--- config.mk ---
export PLATFORM = sky130hd
export DESIGN_NAME = fb_pipe_skidreg_flat
export DESIGN_NICKNAME = d
export VERILOG_FILES = /design/src/rtl/fb_pipe_skidreg_pkg.sv /design/src/rtl/fb_pipe_skidreg_if.sv /design/src/rtl/fb_pipe_skidreg_sat_counter.sv /design/src/rtl/fb_pipe_skidreg.sv /design/src/flat_wrapper.sv
export SDC_FILE = /design/constraint.sdc
export NUM_CORES = 1
export LEC_CHECK = 0
export BUFFER_PORTS_ARGS = -buffer_cell sky130_fd_sc_hd__clkbuf_2
export CAP_MARGIN = 20
export CORE_ASPECT_RATIO = 0.9
export CORE_UTILIZATION = 51
export CTS_CLUSTER_DIAMETER = 30
export DETAILED_ROUTE_END_ITERATION = 10
export GPL_TIMING_DRIVEN = 0
export PLACE_DENSITY = 0.84
export SLEW_MARGIN = 10
export SYNTH_ARGS = -nofsm -noshare
export SYNTH_HDL_FRONTEND = slang
export SYNTH_SLANG_ARGS = --single-unit
--- constraint.sdc ---
create_clock -name clk -period 12.9 [get_ports clk]
set_input_delay 3.87 -clock clk [delete_from_list [all_inputs] [get_ports clk]]
set_output_delay 3.87 -clock clk [all_outputs]
set_load 0.01 [all_outputs]
--- src/rtl/fb_pipe_skidreg_pkg.sv ---
// Shared definitions for the fb_pipe_skidreg pipeline-stage register.
// Contents:
//   - default field widths for the EX/MEM instance of the stage
//   - bit offsets for unpacking the EX/MEM control field
//   - the per-edge action encoding and the function that selects it
package fb_pipe_skidreg_pkg;

  localparam int FB_EXMEM_CTRL_W = 5;
  localparam int FB_EXMEM_DATA_W = 69;  // alu_res 32 + rs2_data 32 + rd 5
  localparam int FB_STALLCNT_W   = 16;

  // Bit positions inside the EX/MEM control field
  localparam int FB_CTRL_MEM_READ   = 0;
  localparam int FB_CTRL_MEM_WRITE  = 1;
  localparam int FB_CTRL_BRANCH     = 2;
  localparam int FB_CTRL_MEM_TO_REG = 3;
  localparam int FB_CTRL_REG_WRITE  = 4;

  // What the stage does on the next rising edge, highest priority first
  typedef enum logic [1:0] {
    ACT_FLUSH     = 2'd0,  // kill everything held and incoming
    ACT_SKID2MAIN = 2'd1,  // main drains, refilled from the skid entry
    ACT_LOAD      = 2'd2,  // main drains, refilled from the input (or bubble)
    ACT_HOLD      = 2'd3   // main is stuck; a new input parks in the skid
  } stage_act_e;

  function automatic stage_act_e sel_action(input logic flush,
                                            input logic drain,
                                            input logic skid_vld);
    if (flush) begin
      return ACT_FLUSH;
    end else if (drain && skid_vld) begin
      return ACT_SKID2MAIN;
    end else if (drain) begin
      return ACT_LOAD;
    end else begin
      return ACT_HOLD;
    end
  endfunction

endpackage

--- src/rtl/fb_pipe_skidreg_if.sv ---
// Valid/ready handshake bundle carrying a control field and a data field.
// Ports (modports):
//   master : drives valid, ctrl, data; receives ready
//   slave  : receives valid, ctrl, data; drives ready
interface fb_pipe_skidreg_if
  import fb_pipe_skidreg_pkg::*;
#(
  parameter int CTRL_W = FB_EXMEM_CTRL_W,
  parameter int DATA_W = FB_EXMEM_DATA_W
);
  logic              valid;
  logic              ready;
  logic [CTRL_W-1:0] ctrl;
  logic [DATA_W-1:0] data;

  modport master (output valid, output ctrl, output data, input  ready);
  modport slave  (input  valid, input  ctrl, input  data, output ready);
endinterface

--- src/rtl/fb_pipe_skidreg_sat_counter.sv ---
// Saturating up-counter with synchronous clear.
// Ports:
//   clk, rst : clock and asynchronous active-high reset
//   inc      : add one this edge (ignored once at the maximum value)
//   clr      : synchronous clear, wins over inc
//   cnt      : registered count value
module fb_sat_counter #(
  parameter int CNT_W = 16
) (
  input  logic             clk,
  input  logic             rst,
  input  logic             inc,
  input  logic             clr,
  output logic [CNT_W-1:0] cnt
);
  localparam logic [CNT_W-1:0] CNT_MAX = {CNT_W{1'b1}};
  localparam logic [CNT_W-1:0] CNT_ONE = {{(CNT_W-1){1'b0}}, 1'b1};

  logic [CNT_W-1:0] cnt_r;

  // Count register: clear first, then increment until saturated
  always_ff @(posedge clk or posedge rst) begin
    if (rst) begin
      cnt_r <= '0;
    end else if (clr) begin
      cnt_r <= '0;
    end else if (inc && (cnt_r != CNT_MAX)) begin
      cnt_r <= cnt_r + CNT_ONE;
    end else begin
      cnt_r <= cnt_r;
    end
  end

  assign cnt = cnt_r;
endmodule

--- src/rtl/fb_pipe_skidreg.sv ---
// Pipeline-stage register with valid/ready handshake and a 2-entry skid
// buffer (main + skid), synchronous flush and a saturating stall counter.
// Ports:
//   clk, rst   : clock, asynchronous active-high reset
//   flush      : synchronous kill of held and incoming entries
//   up         : upstream handshake (slave side); up.ready is a flop output
//   dn         : downstream handshake (master side); dn.ctrl is 0 when !dn.valid
//   stall_cnt  : cycles with dn.valid=1 and dn.ready=0, saturating
//   stall_clr  : synchronous clear of stall_cnt
module fb_pipe_skidreg
  import fb_pipe_skidreg_pkg::*;
#(
  parameter int CTRL_W = FB_EXMEM_CTRL_W,
  parameter int DATA_W = FB_EXMEM_DATA_W,
  parameter int CNT_W  = FB_STALLCNT_W
) (
  input  logic               clk,
  input  logic               rst,
  input  logic               flush,
  fb_pipe_skidreg_if.slave   up,
  fb_pipe_skidreg_if.master  dn,
  output logic [CNT_W-1:0]   stall_cnt,
  input  logic               stall_clr
);
  logic              main_vld_r;
  logic [CTRL_W-1:0] main_ctrl_r;
  logic [DATA_W-1:0] main_data_r;
  logic              skid_vld_r;
  logic [CTRL_W-1:0] skid_ctrl_r;
  logic [DATA_W-1:0] skid_data_r;
  // Kept as its own flop (always ~skid_vld_r) so up.ready never depends
  // combinationally on dn.ready.
  logic              in_ready_r;

  logic       acc_s;
  logic       drain_s;
  stage_act_e act_s;

  // Handshake decode and edge action selection
  always_comb begin
    acc_s   = up.valid & in_ready_r;
    drain_s = ~main_vld_r | dn.ready;
    act_s   = sel_action(flush, drain_s, skid_vld_r);
  end

  // Main/skid storage. Control bits of an emptied slot are zeroed so the
  // output presents a clean bubble; data is left holding.
  always_ff @(posedge clk or posedge rst) begin
    if (rst) begin
      main_vld_r  <= 1'b0;
      main_ctrl_r <= '0;
      main_data_r <= '0;
      skid_vld_r  <= 1'b0;
      skid_ctrl_r <= '0;
      skid_data_r <= '0;
      in_ready_r  <= 1'b1;
    end else begin
      case (act_s)
        ACT_FLUSH: begin
          main_vld_r  <= 1'b0;
          main_ctrl_r <= '0;
          skid_vld_r  <= 1'b0;
          skid_ctrl_r <= '0;
          in_ready_r  <= 1'b1;
        end
        ACT_SKID2MAIN: begin
          // in_ready_r is 0 here, so no input can be accepted alongside
          main_vld_r  <= 1'b1;
          main_ctrl_r <= skid_ctrl_r;
          main_data_r <= skid_data_r;
          skid_vld_r  <= 1'b0;
          in_ready_r  <= 1'b1;
        end
        ACT_LOAD: begin
          main_vld_r <= acc_s;
          if (acc_s) begin
            main_ctrl_r <= up.ctrl;
            main_data_r <= up.data;
          end else begin
            main_ctrl_r <= '0;
          end
          in_ready_r <= 1'b1;
        end
        ACT_HOLD: begin
          if (acc_s) begin
            skid_vld_r  <= 1'b1;
            skid_ctrl_r <= up.ctrl;
            skid_data_r <= up.data;
            in_ready_r  <= 1'b0;
          end else begin
            in_ready_r  <= ~skid_vld_r;
          end
        end
        default: begin
          in_ready_r <= ~skid_vld_r;
        end
      endcase
    end
  end

  fb_sat_counter #(.CNT_W(CNT_W)) u_stall_cnt (
    .clk (clk),
    .rst (rst),
    .inc (main_vld_r & ~dn.ready),
    .clr (stall_clr),
    .cnt (stall_cnt)
  );

  assign up.ready = in_ready_r;
  assign dn.valid = main_vld_r;
  assign dn.ctrl  = main_ctrl_r;
  assign dn.data  = main_data_r;
endmodule

--- src/flat_wrapper.sv ---
// flat-port wrapper written by rule: the top's interface ports become plain ports
module fb_pipe_skidreg_flat import fb_pipe_skidreg_pkg::*;
#(
  parameter int CTRL_W = FB_EXMEM_CTRL_W,
  parameter int DATA_W = FB_EXMEM_DATA_W,
  parameter int CNT_W  = FB_STALLCNT_W
)
  (clk, rst, flush, stall_cnt, stall_clr, up_valid, up_ctrl, up_data, up_ready, dn_valid, dn_ctrl, dn_data, dn_ready);
  fb_pipe_skidreg_if #(.CTRL_W(CTRL_W), .DATA_W(DATA_W)) up_i ();
  fb_pipe_skidreg_if #(.CTRL_W(CTRL_W), .DATA_W(DATA_W)) dn_i ();
  input  logic clk;
  input  logic rst;
  input  logic flush;
  output logic [CNT_W-1:0] stall_cnt;
  input  logic stall_clr;
  input wire logic [$bits(up_i.valid)-1:0] up_valid;
  input wire logic [$bits(up_i.ctrl)-1:0] up_ctrl;
  input wire logic [$bits(up_i.data)-1:0] up_data;
  output wire logic [$bits(up_i.ready)-1:0] up_ready;
  output wire logic [$bits(dn_i.valid)-1:0] dn_valid;
  output wire logic [$bits(dn_i.ctrl)-1:0] dn_ctrl;
  output wire logic [$bits(dn_i.data)-1:0] dn_data;
  input wire logic [$bits(dn_i.ready)-1:0] dn_ready;
  assign up_i.valid = up_valid;
  assign up_i.ctrl = up_ctrl;
  assign up_i.data = up_data;
  assign up_ready = up_i.ready;
  assign dn_valid = dn_i.valid;
  assign dn_ctrl = dn_i.ctrl;
  assign dn_data = dn_i.data;
  assign dn_i.ready = dn_ready;
  fb_pipe_skidreg #(.CTRL_W(CTRL_W), .DATA_W(DATA_W), .CNT_W(CNT_W)) u_core (.clk(clk), .rst(rst), .flush(flush), .up(up_i), .dn(dn_i), .stall_cnt(stall_cnt), .stall_clr(stall_clr));
endmodule
; After elaboration in Yosys (flattened, before gate mapping)
; Cells that the tools add are included.
[word_totals]
reg_bits = 167
out_inout_bits = 92
elab_cells = 51
[classes]
n_addsub = 1
n_eq_ne = 6
n_mux = 16
bitwise = 6
reduce_logical = 14
[op_table]
columns = op, count
row1 = 69-bit one-hot mux with 2 select lines, 1
row2 = 69-bit 2-to-1 mux, 1
row3 = 16-bit 2-to-1 mux, 2
row4 = 16-bit by 1-bit adder with 16-bit output (second input constant), 1
row5 = 16-bit != test (second input constant), 1
row6 = 5-bit one-hot mux with 3 select lines, 1
row7 = 5-bit 2-to-1 mux, 2
row8 = 5-bit one-hot mux with 2 select lines, 1
row9 = 2-bit AND reduction, 4
row10 = 2-bit nonzero test, 4
row11 = 2-bit equality test (second input constant), 2
row12 = 2-bit 2-to-1 mux, 2
row13 = 2-bit by 1-bit != test with 1-bit output (second input constant), 2
row14 = 1-bit one-hot mux with 2 select lines, 2
row15 = 1-bit 2-to-1 mux, 3
row16 = 1-bit inverter, 3
row17 = 1-bit one-hot mux with 3 select lines, 1
row18 = 3-bit nonzero test, 1
row19 = 3-bit OR reduction, 1
row20 = 1-bit bitwise AND, 2
row21 = 2-bit by 1-bit equality test with 1-bit output (second input constant), 1
row22 = 1-bit logical AND, 2
row23 = 2-bit logical NOT, 1
row24 = 2-bit OR reduction, 1
row25 = 1-bit OR, 1

; Longest topological paths before layout
; Gate-level depths: netlist of run 1.
[logic_depth]
word_depth = 9
depth_mapped = 13
mapped_depth_nobuf = 9

; Cells and area by module
; A second synthesis of run 1 with hierarchy kept.
[unflattened]
cells_unflattened = 611
hier_area_um2 = 7219.4
[by_module_without_submodules]
columns = mod, instances, cells_per_inst, area_per_inst_um2
row1 = fb_pipe_skidreg, 1, 510, 6287.3
row2 = fb_sat_counter, 1, 101, 932.1

; Least setup slack after synthesis of run 1
; Ideal clock, no wire load.
[synth_path]
path_kind = input to register
from = in dn_ready
to = reg u_core.main_data_r[25] (netlist: u_core.dn.data[25])
setup_time_ps = 83
arrival_time_ps = 5707
slack_ps = 7110
cell_stages = 11
cell_sequence = nand2b_1 -> a21oi_1 -> inv_1 -> ha_1 -> nor2b_1 -> a31oi_1 -> buf_2 -> buf_2 -> buf_2 -> nand2_1 -> o21ai_0
[synth_via]
elab_chain_len = 7
[synth_rtl]
columns = item, line
row1 = from (decl), flat_wrapper.sv:23  ; input wire logic [$bits(dn_i.ready)-1:0] dn_ready;
row2 = 1-bit OR *, fb_pipe_skidreg.sv:42  ; drain_s = ~main_vld_r | dn.ready;
row3 = 1-bit 2-to-1 mux or 1-bit logical AND (tied branches), "fb_pipe_skidreg_pkg.sv:34, fb_pipe_skidreg_pkg.sv:32"
row4 = 2-bit 2-to-1 mux *, fb_pipe_skidreg_pkg.sv:32  ; end else if (drain && skid_vld) begin
row5 = 2-bit 2-to-1 mux *, fb_pipe_skidreg_pkg.sv:30  ; if (flush) begin
row6 = 2-bit equality test or 2-bit by 1-bit equality test with 1-bit output (tied branches), fb_pipe_skidreg.sv:58  ; case (act_s)
row7 = 2-bit by 1-bit != test with 1-bit output (no source line) or 2-bit nonzero test (tied branches), -
row8 = 2-bit AND reduction (no source line), -
row9 = to (signal assigned), fb_pipe_skidreg.sv:70  ; main_data_r <= skid_data_r;
row10 = to (signal assigned), fb_pipe_skidreg.sv:78  ; main_data_r <= up.data;
row11 = to (decl), fb_pipe_skidreg.sv:27  ; logic [DATA_W-1:0] main_data_r;
; Mark *: on every way between the ends. The rest lies on a longest branch, timed or not.
; A chain may end at the register's enable or synchronous reset.

; Worst setup path in the final report of run 1
[layout_path]
from = in dn_ready
to = reg u_core.main_data_r[29] (netlist: u_core.dn.data[29])
; The elaborated chain is that of the path after synthesis.

==> key figures, run 1 <==
Cells and area
  • Multi-input gate area: slightly below 3000 sq um
  • Fin util: 65.8%
  • Diodes inserted: 0
  • FF/Latch Area: ~4200 sq um
  • Share of post-route cells with drive strength above 1: between 20% and 30%
  • Syn-to-layout area delta: 23.3%
  • Post-route cell area: 8950 sq um
  • Final nets: ~1000
  • Fill cell count: 1121

Floorplanning
  • Core footprint: 13600 sq um
  • Die width: 128 um
  • Starting Density: a little over half
  • Row cnt: 40
  • Die Y-Extent: 115 um
  • Num ports: ~170
  • Die area: 14700 sq um

Worst setup path
  • WS Path Type: input pin to flop
  • Reg2reg start: u_core.dn.valid
  • Req. time, crit path: between 10 and 15 ns
  • CP max FO: 10
  • CP endpoint kind: flop
  • CP startpoint kind: input pin
  • CP arrival: 6.50 ns
  • CP startpoint: dn_ready

STA
  • Fmax: between 150 and 200 MHz
  • Final hold violations: 0
  • Final Cycle Share: a little under half
  • Final-report max-slew violation count: 0
  • Setup Viol. Count Final: 0
  • Final setup skew: 0.00853 ns
  • Relative slew slack: just under 50%
  • Setup_tns: 0 ns
  • Setup slack after layout: between 6 and 7 ns
  • Slew of the pin with the lowest slew margin: 0.779 ns
  • RSZ-0062 raised after global routing: no
  • Final min period: approximately 6 ns

Drt
  • Routed Antenna Nets: 0
  • DR WL/cell: ~15 um
  • Drt pass-1 iters: 5
  • Vias: 6109
  • Vias/cell: approximately 5.3
  • WL final: ~18000 um
  • Initial drt markers: roughly 370
  • DR DRC count: 0

Logic synthesis
  • Unique masters post-synth: 41
  • Syn avg cell area: about 9.5 sq um
  • Synth area leader: dfrtp_1
  • Top-area cell type share of the netlist area: between 50% and 60%
  • Synth warn: 0
  • FF+latch count, synth: approximately 170
  • Post-Syn Instances: about 760
  • Commonest cells post-synth: 304 x nand2_1, 166 x dfrtp_1, 81 x o21ai_0, 70 x mux2i_1, 29 x clkbuf_1
  • Post-synth EDFFs: 0
  • Post-synthesis sequential area ratio: 57.6%
  • Post-Syn Nets: 850
  • Synth top area cells: dfrtp_1 57%, nand2_1 16%, mux2i_1 9.6%
  • Main synth FF type: dfrtp_1
  • Top-count cell post-synth: nand2_1
  • Mapped Area: between 7000 and 8000 sq um
  • Post-synth ARST share: 100%

Clock tree
  • Number of clock sinks: between 150 and 200
  • Post-CTS setup buffers: 0
  • Post-cts hold buffer count: 0
  • Clk pin slew, worst setup/hold paths: 0.07 ns
  • Longest Clk Path Bufs: 2
  • CTS tree: done
  • Post-CTS sizing: 0
  • Clock latency on the worst-skew pair: around 0.42 ns
  • CTS Root Cell: clkbuf_16
  • H-tree depth: 4
  • CTS buffer count: 17

Pwr
  • Static leakage: about 4.7 nW
  • Maximum vdd drop: 103 uV
  • Reg power frac: 48.3%
  • Switching Fraction: between 20% and 30%
  • Power, Total: around 1.4 mW
  • Psw: around 0.39 mW
  • Clock power share: approximately 36%
  • Internal power: between 0.9 and 1 mW
  • Pwr/cell area: approximately 150 nW/um^2
  • Comb power frac: between 10% and 20%

Hold path
  • Hold path start: u_core.skid_data_r[4]
  • Worst Hold Class: flop to flop

GRT
  • Grt met1 use: ~34%
  • Global routing usage on met2: 41.7%
  • Vias in the first global route: between 6000 and 7000
  • GR Overflow Total: 0
  • GR peak layer: met2
  • Tot GR Track Use: between 20% and 30%
  • Global-route wire length before repair: just under 30000 um
  • Initial antenna violation count: 0
  • Grt met3 use: 7.07%
  • Largest net degree at the start of global routing: just over 90

Outcome
  • Status: finished, final reports clean

Job
  • Total of max-cap violations: 0

Place
  • Count of buffers from port buffering: 171
  • Hpwl dp: ~13000 um
  • Area after DPL: 8390 sq um
  • Setup Slack @ Placement: 6.21 ns
  • Gpl congestion: between 0.7 and 0.8
[per-stage QoR]
step / hold slack [ns] / instances
detailed placement: 0.461 / 1124
CTS: 0.477 / 1155
finish: 0.474 / 1155
floorplan: 0.445 / 763
global route: 0.486 / 1155
global placement: 0.456 / 1123
[registers in the layout, indices dropped and copies added (netlist names)]
| name | count |
|---|---|
| u_core.u_stall_cnt.cnt | 16 |
| u_core.dn.data | 69 |
| u_core.skid_ctrl_r | 5 |
| u_core.dn.ctrl | 5 |
| u_core.skid_vld_r | 1 |
| u_core.dn.valid | 1 |
| u_core.up.ready | 1 |
| u_core.skid_data_r | 69 |
[cells in the final DEF (no fill, tap or decap), types with 2 or more instances in the layout]
cell type and n:
clkbuf_2 172, nand4_1 5, a22oi_1 4, buf_2 8
a31oi_1 3, clkinvlp_4 8, nand3_1 13, a211oi_1 2
nor2_1 6, dfrtp_1 166, o21ai_0 81, a21oi_1 13
nand2b_1 3, o31a_1 2, inv_1 4, clkbuf_1 29
inv_6 2, nand2_1 304, or4_1 3, or3_1 4
nor2b_1 2, o31ai_1 3, mux2i_1 70, ha_1 7
nor4_1 4, clkbuf_16 17, buf_1 4, and3_1 2
nand4_2 2, and4b_1 2, or3_2 2, inv_8 2
[worst max-delay path: stages]
cell      delay [ns]
clkbuf_2        0.11
nand2b_1        0.18
a21oi_1         0.40
inv_1           0.13
ha_1            0.30
nor2b_1         0.17
a31oi_1         0.33
buf_2           0.32
buf_2           0.24
buf_2           0.24
nand2_1         0.09
o21ai_0         0.10
[path summary, 6_finish.rpt]
path / end / slack [ns] / cells past startpoint
setup / recovery: u_core.dn.data[29] / 6.72 / 12
hold / removal: u_core.skid_data_r[4] / 0.47 / 2
setup reg to reg: u_core.dn.data[29] / 9.90 / 12
hold reg to reg: u_core.skid_data_r[4] / 0.47 / 2
max in group asynchronous: u_core.dn.data[55] / 8.54 / 3
min in group asynchronous: u_core.u_stall_cnt.cnt[8] / 3.55 / 2
[power by group through the flow]
stage	Clock, mW	Combinational, mW	Sequential (mW)
after detailed placement	0	0.223	0.668
after CTS	0.492	0.225	0.660
final	0.485	0.222	0.661
after global placement	0	0.212	0.665
after global routing	0.515	0.252	0.670
after floorplan	0	0.111	0.680
[cells by family after synthesis]
kind of cell	Yosys count	share of synthesized area, %
buffers and inverters	47	2.58
AO/OA/AOI/OAI	114	8.60
AND/OR/NAND/NOR	358	20.4
flip-flops	167	57.6
multiplexers	70	9.65
adder cells (fa/ha/maj)	7	1.21
[per-layer routing]
metal,part of all wire [%],up-vias
li1,-,2931
met2,47,195
met1,45,2964
met3,6.7,19
met5,0,-
met4,1.4,0
[cell type report]
| class | instances | share of cell area (%) |
|---|---|---|
| clock inverters | 13 | 1.38 |
| flip-flops and latches | 167 | 46.7 |
| repair buffers | 172 | 9.87 |
| plain buffers | 42 | 1.89 |
| multi-input cells | 549 | 32.3 |
| inverters | 5 | 0.294 |
| well taps | 189 | 2.64 |
| clock buffers | 18 | 4.91 |
(Power assumes the default switching activity.)
==> run 2: changes to the inputs <==
- ABC_AREA: not set -> 1
- clock period: 12.9 -> 5.75 ns (I/O delays scaled with it)
==> run 2 against run 1 <==
Power grew to 2.5 times the previous value. Via count is 11% higher. Sequential power increased by 130%. First-iteration DRC count rose by 35%. Count of clock-buffer cells in the layout up 3. Utilization rose by 0.26 points. Critical path depth fell by 2. Die area rose by 2.3%. Final cell count increased by 13%. Worst setup slack lost 4.7 ns. Synthesized cell count grew 18%. Non-clock buffer count rose by 9. Critical path type unchanged. Critical endpoint is now u_core.dn.data[13]. Largest cell class unchanged. Largest power group unchanged. Highest routed layer unchanged.
==> key figures, run 2 <==
Pwr
  • Reg power frac: 45.1% (was 48.3%)
  • Comb power frac: 19.4% (was 16.2%)
  • Power, Total: 3.44 mW (was 1.37 mW)
  • Switching Fraction: 28.8% (was 28.7%)
  • Static leakage: 4.75 nW (was 4.74 nW)
  • Internal power: 2.45 mW (was 0.975 mW)
  • Psw: 0.990 mW (was 0.393 mW)
  • Pwr/cell area: 369 nW/um^2 (was 153 nW/um^2)
  • Maximum vdd drop: 206 uV (was 103 uV)
  • Clock power share: 35.5% (about the same)

Drt
  • DR WL/cell: 14.6 um (was 15.5 um)
  • Drt pass-1 iters: 5 (unchanged)
  • Routed Antenna Nets: 0 (unchanged)
  • WL met3: 1020 um (was 1190 um)
  • M1 WL: 8770 um (was 7960 um)
  • WL final: 19100 um (was 17800 um)
  • Met2 WL post-DR: 8950 um (was 8450 um)
  • Initial drt markers: 495 (was 367)
  • Vias: 6790 (was 6109)
  • Vias/cell: 5.22 (was 5.29)
  • DR DRC count: 0 (unchanged)
  • Max layer used: met4 (unchanged)

GRT
  • Initial antenna violation count: 0 (unchanged)
  • Vias in the first global route: 6282 (was 6060)
  • Global-route wire length before repair: 30900 um (was 29400 um)
  • Largest net degree at the start of global routing: 38 (was 92)
  • GR Overflow Total: 0 (unchanged)
  • Tot GR Track Use: 26.7% (was 25.6%)

Worst setup path
  • WS Path Type: input pin to flop (unchanged)
  • Worst path cell trace: clkbuf_2, nor2_1, inv_1, a21oi_1, inv_1, ha_1, a21oi_1, buf_2, buf_2, a21oi_1 (was clkbuf_2, nand2b_1, a21oi_1, inv_1, ha_1, nor2b_1, a31oi_1, buf_2, buf_2, buf_2, nand2_1, o21ai_0)
  • CP startpoint kind: input pin (unchanged)
  • CP arrival: 4.02 ns (was 6.50 ns)
  • Reg2reg start: u_core.dn.valid (unchanged)
  • CP startpoint: dn_ready (unchanged)
  • CP max stage cell: ha_1 (was a21oi_1)
  • Max incr delay on CP: 0.32 ns (was 0.40 ns)
  • CP endpoint kind: flop (unchanged)
  • Buf+Inv Stages, Crit Path: 5 (unchanged)
  • Most used cell, CP: a21oi_1 (was buf_2)
  • CP max FO: 10 (unchanged)
  • Req. time, crit path: 6.05 ns (was 13.22 ns)
  • CP top delay family: buffers and inverters (unchanged)

Logic synthesis
  • Post-synthesis simple-gate area fraction: 18.1% (was 20.4%)
  • Synth warn: 0 (unchanged)
  • Commonest cells post-synth: 198 x nand2_1, 166 x dfrtp_1, 127 x o21ai_0, 117 x nor2_1, 99 x a21oi_1 (was 304 x nand2_1, 166 x dfrtp_1, 81 x o21ai_0, 70 x mux2i_1, 29 x clkbuf_1)
  • Syn avg cell area: 8.26 sq um (was 9.52 sq um)
  • Post-Syn Instances: 900 (was 763)
  • Post-synthesis adder-cell area fraction: 1.18% (was 1.21%)
  • Post-Syn Nets: 987 (was 850)
  • Post-synthesis mux area share: 0% (was 9.65%)
  • Synth top area cells: dfrtp_1 56%, nand2_1 10%, o21ai_0 8.6% (was dfrtp_1 57%, nand2_1 16%, mux2i_1 9.6%)
  • Synth area leader: dfrtp_1 (unchanged)
  • Post-synthesis xor/xnor area fraction: 0.589% (was 0%)
  • Main synth FF type: dfrtp_1 (unchanged)
  • Unique masters post-synth: 25 (was 41)
  • FF+latch count, synth: 167 (unchanged)
  • Synth Area in Compound Gates: 15.9% (was 8.60%)
  • Mapped Area: 7430 sq um (was 7260 sq um)
  • Post-synthesis sequential area ratio: 56.2% (was 57.6%)
  • Main combinational cell family by area after synthesis: simple AND/OR/NAND/NOR gates (unchanged)
  • Top-area cell type share of the netlist area: 55.9% (was 57.2%)
  • Top-count cell post-synth: nand2_1 (unchanged)
  • Post-synth EDFFs: 0 (unchanged)
  • Post-synth ARST share: 100% (unchanged)

Place
  • Gpl congestion: 0.842 (was 0.779)
  • Count of buffers from port buffering: 171 (unchanged)
  • Hpwl dp: 13400 um (was 12600 um)
  • Area after DPL: 8680 sq um (was 8390 sq um)

Cells and area
  • Post-route cell area: 9310 sq um (was 8950 sq um)
  • FF/Latch Area: 4180 sq um (unchanged)
  • Most frequent cells in the layout: 198 x nand2_1, 171 x clkbuf_2, 166 x dfrtp_1 (was 304 x nand2_1, 172 x clkbuf_2, 166 x dfrtp_1)
  • Fin util: 66.0% (was 65.8%)
  • Multi-input gate area: 2660 sq um (was 2890 sq um)
  • Share of post-route cells with drive strength above 1: 21.7% (was 22.7%)
  • Fill cell count: 1168 (was 1121)
  • Syn-to-layout area delta: 25.3% (was 23.3%)
  • Most common cell after layout, fill and taps aside: nand2_1 (unchanged)
  • Diodes inserted: 0 (unchanged)
  • Final nets: 1183 (was 1041)

STA
  • Setup Viol. Count Final: 0 (unchanged)
  • Final Cycle Share: roughly two thirds
  • Relative slew slack: 63.7% (was 48.1%)
  • Final-report max-slew violation count: 0 (unchanged)
  • Worst hold margin: 0.470 ns (was 0.474 ns)
  • Final min period: approximately 3.7 ns
  • Final hold violations: 0 (unchanged)
  • Final setup skew: 0.00968 ns (was 0.00853 ns)
  • Slew of the pin with the lowest slew margin: 0.543 ns (was 0.779 ns)
  • Fmax: 269 MHz
  • Setup_tns: 0 ns (unchanged)
  • RSZ-0062 raised after global routing: no (unchanged)

Floorplanning
  • Row cnt: 41 (was 40)
  • Num ports: 172 (unchanged)
  • Die width: 129 um (was 128 um)
  • Core footprint: 14100 sq um (was 13600 sq um)
  • Die Y-Extent: 117 um (was 115 um)
  • Starting Density: 52.7% (was 53.3%)
  • Die area: 15100 sq um (was 14700 sq um)

Clock tree
  • Number of clock sinks: 167 (unchanged)
  • Clk pin slew, worst setup/hold paths: 0.06 ns (was 0.07 ns)
  • CTS Root Cell: clkbuf_16 (unchanged)
  • H-tree depth: 4 (unchanged)
  • CTS buffer count: 17 (unchanged)
  • Post-CTS setup buffers: 0 (unchanged)
  • CTS tree: done (unchanged)
  • Clock latency on the worst-skew pair: 0.44 ns (was 0.42 ns)
  • Post-CTS sizing: 0 (unchanged)
  • Longest Clk Path Bufs: 2 (unchanged)
  • Post-cts hold buffer count: 0 (unchanged)

Hold path
  • Worst Hold Class: flop to flop (unchanged)
  • Hold path start: u_core.skid_vld_r (was u_core.skid_data_r[4])

Outcome
  • Status: finished, final reports clean (unchanged)

Job
  • Total of max-cap violations: 0 (unchanged)
==> run 2: changes by cell type in the layout (fill, tap and decap cells not counted), sizes merged, moves of 46 or more <==
| cell | previous run | this run |
|---|---|---|
| nor2 | 6 | 123 |
| nand2 | 304 | 200 |
| inv | 8 | 98 |
| a21oi | 13 | 99 |
| mux2i | 70 | 0 |
| o21ai | 81 | 127 |
==> run 2: final timing paths <==
kind / endpoint / slack, ns / cells after the start
max: u_core.dn.data[13] / 2.03 / 10
min: u_core.up.ready / 0.47 / 1
max reg2reg: u_core.dn.data[13] / 3.02 / 10
min reg2reg: u_core.up.ready / 0.47 / 1
max in group asynchronous: u_core.up.ready / 3.08 / 7
min in group asynchronous: u_core.dn.data[65] / 1.33 / 2
==> run 2: metrics by stage <==
stage	worst slack (ns)	instances
2_1_floorplan	1.90	900
3_3_place_gp	0.889	1264
3_5_place_dp	1.59	1270
4_1_cts	2.02	1302
5_1_grt	1.76	1302
6_report	2.03	1302
==> run 2: cell type report <==
class	instances	area share (%)
well taps	193	2.59
flip-flops and latches	167	44.9
inverters	98	3.99
repair buffers	177	10.8
clock buffers	21	4.94
multi-input cells	589	28.6
clock inverters	11	1.83
plain buffers	46	2.39
==> run 2: routing by layer <==
layer	track usage [%]	vias to the layer above
met5	0	-
met4	8.94	0
met3	5.63	23
met2	42.2	238
met1	37.0	3279
li1	-	3250
==> run 2: logic make-up after synthesis <==
group,count (synthesis)
simple gates,344
xor+xnor,5
flops,167
fa+ha+maj,7
compound gates,233
buf+inv,144
==> run 2: power groups by stage <==
stage	logic (mW)	clock network [mW]	registers, mW
after CTS	0.673	1.23	1.55
after detailed placement	0.665	0	1.57
after global placement	0.631	0	1.55
after floorplan	0.356	0	1.60
after global routing	0.759	1.29	1.57
final	0.668	1.22	1.55
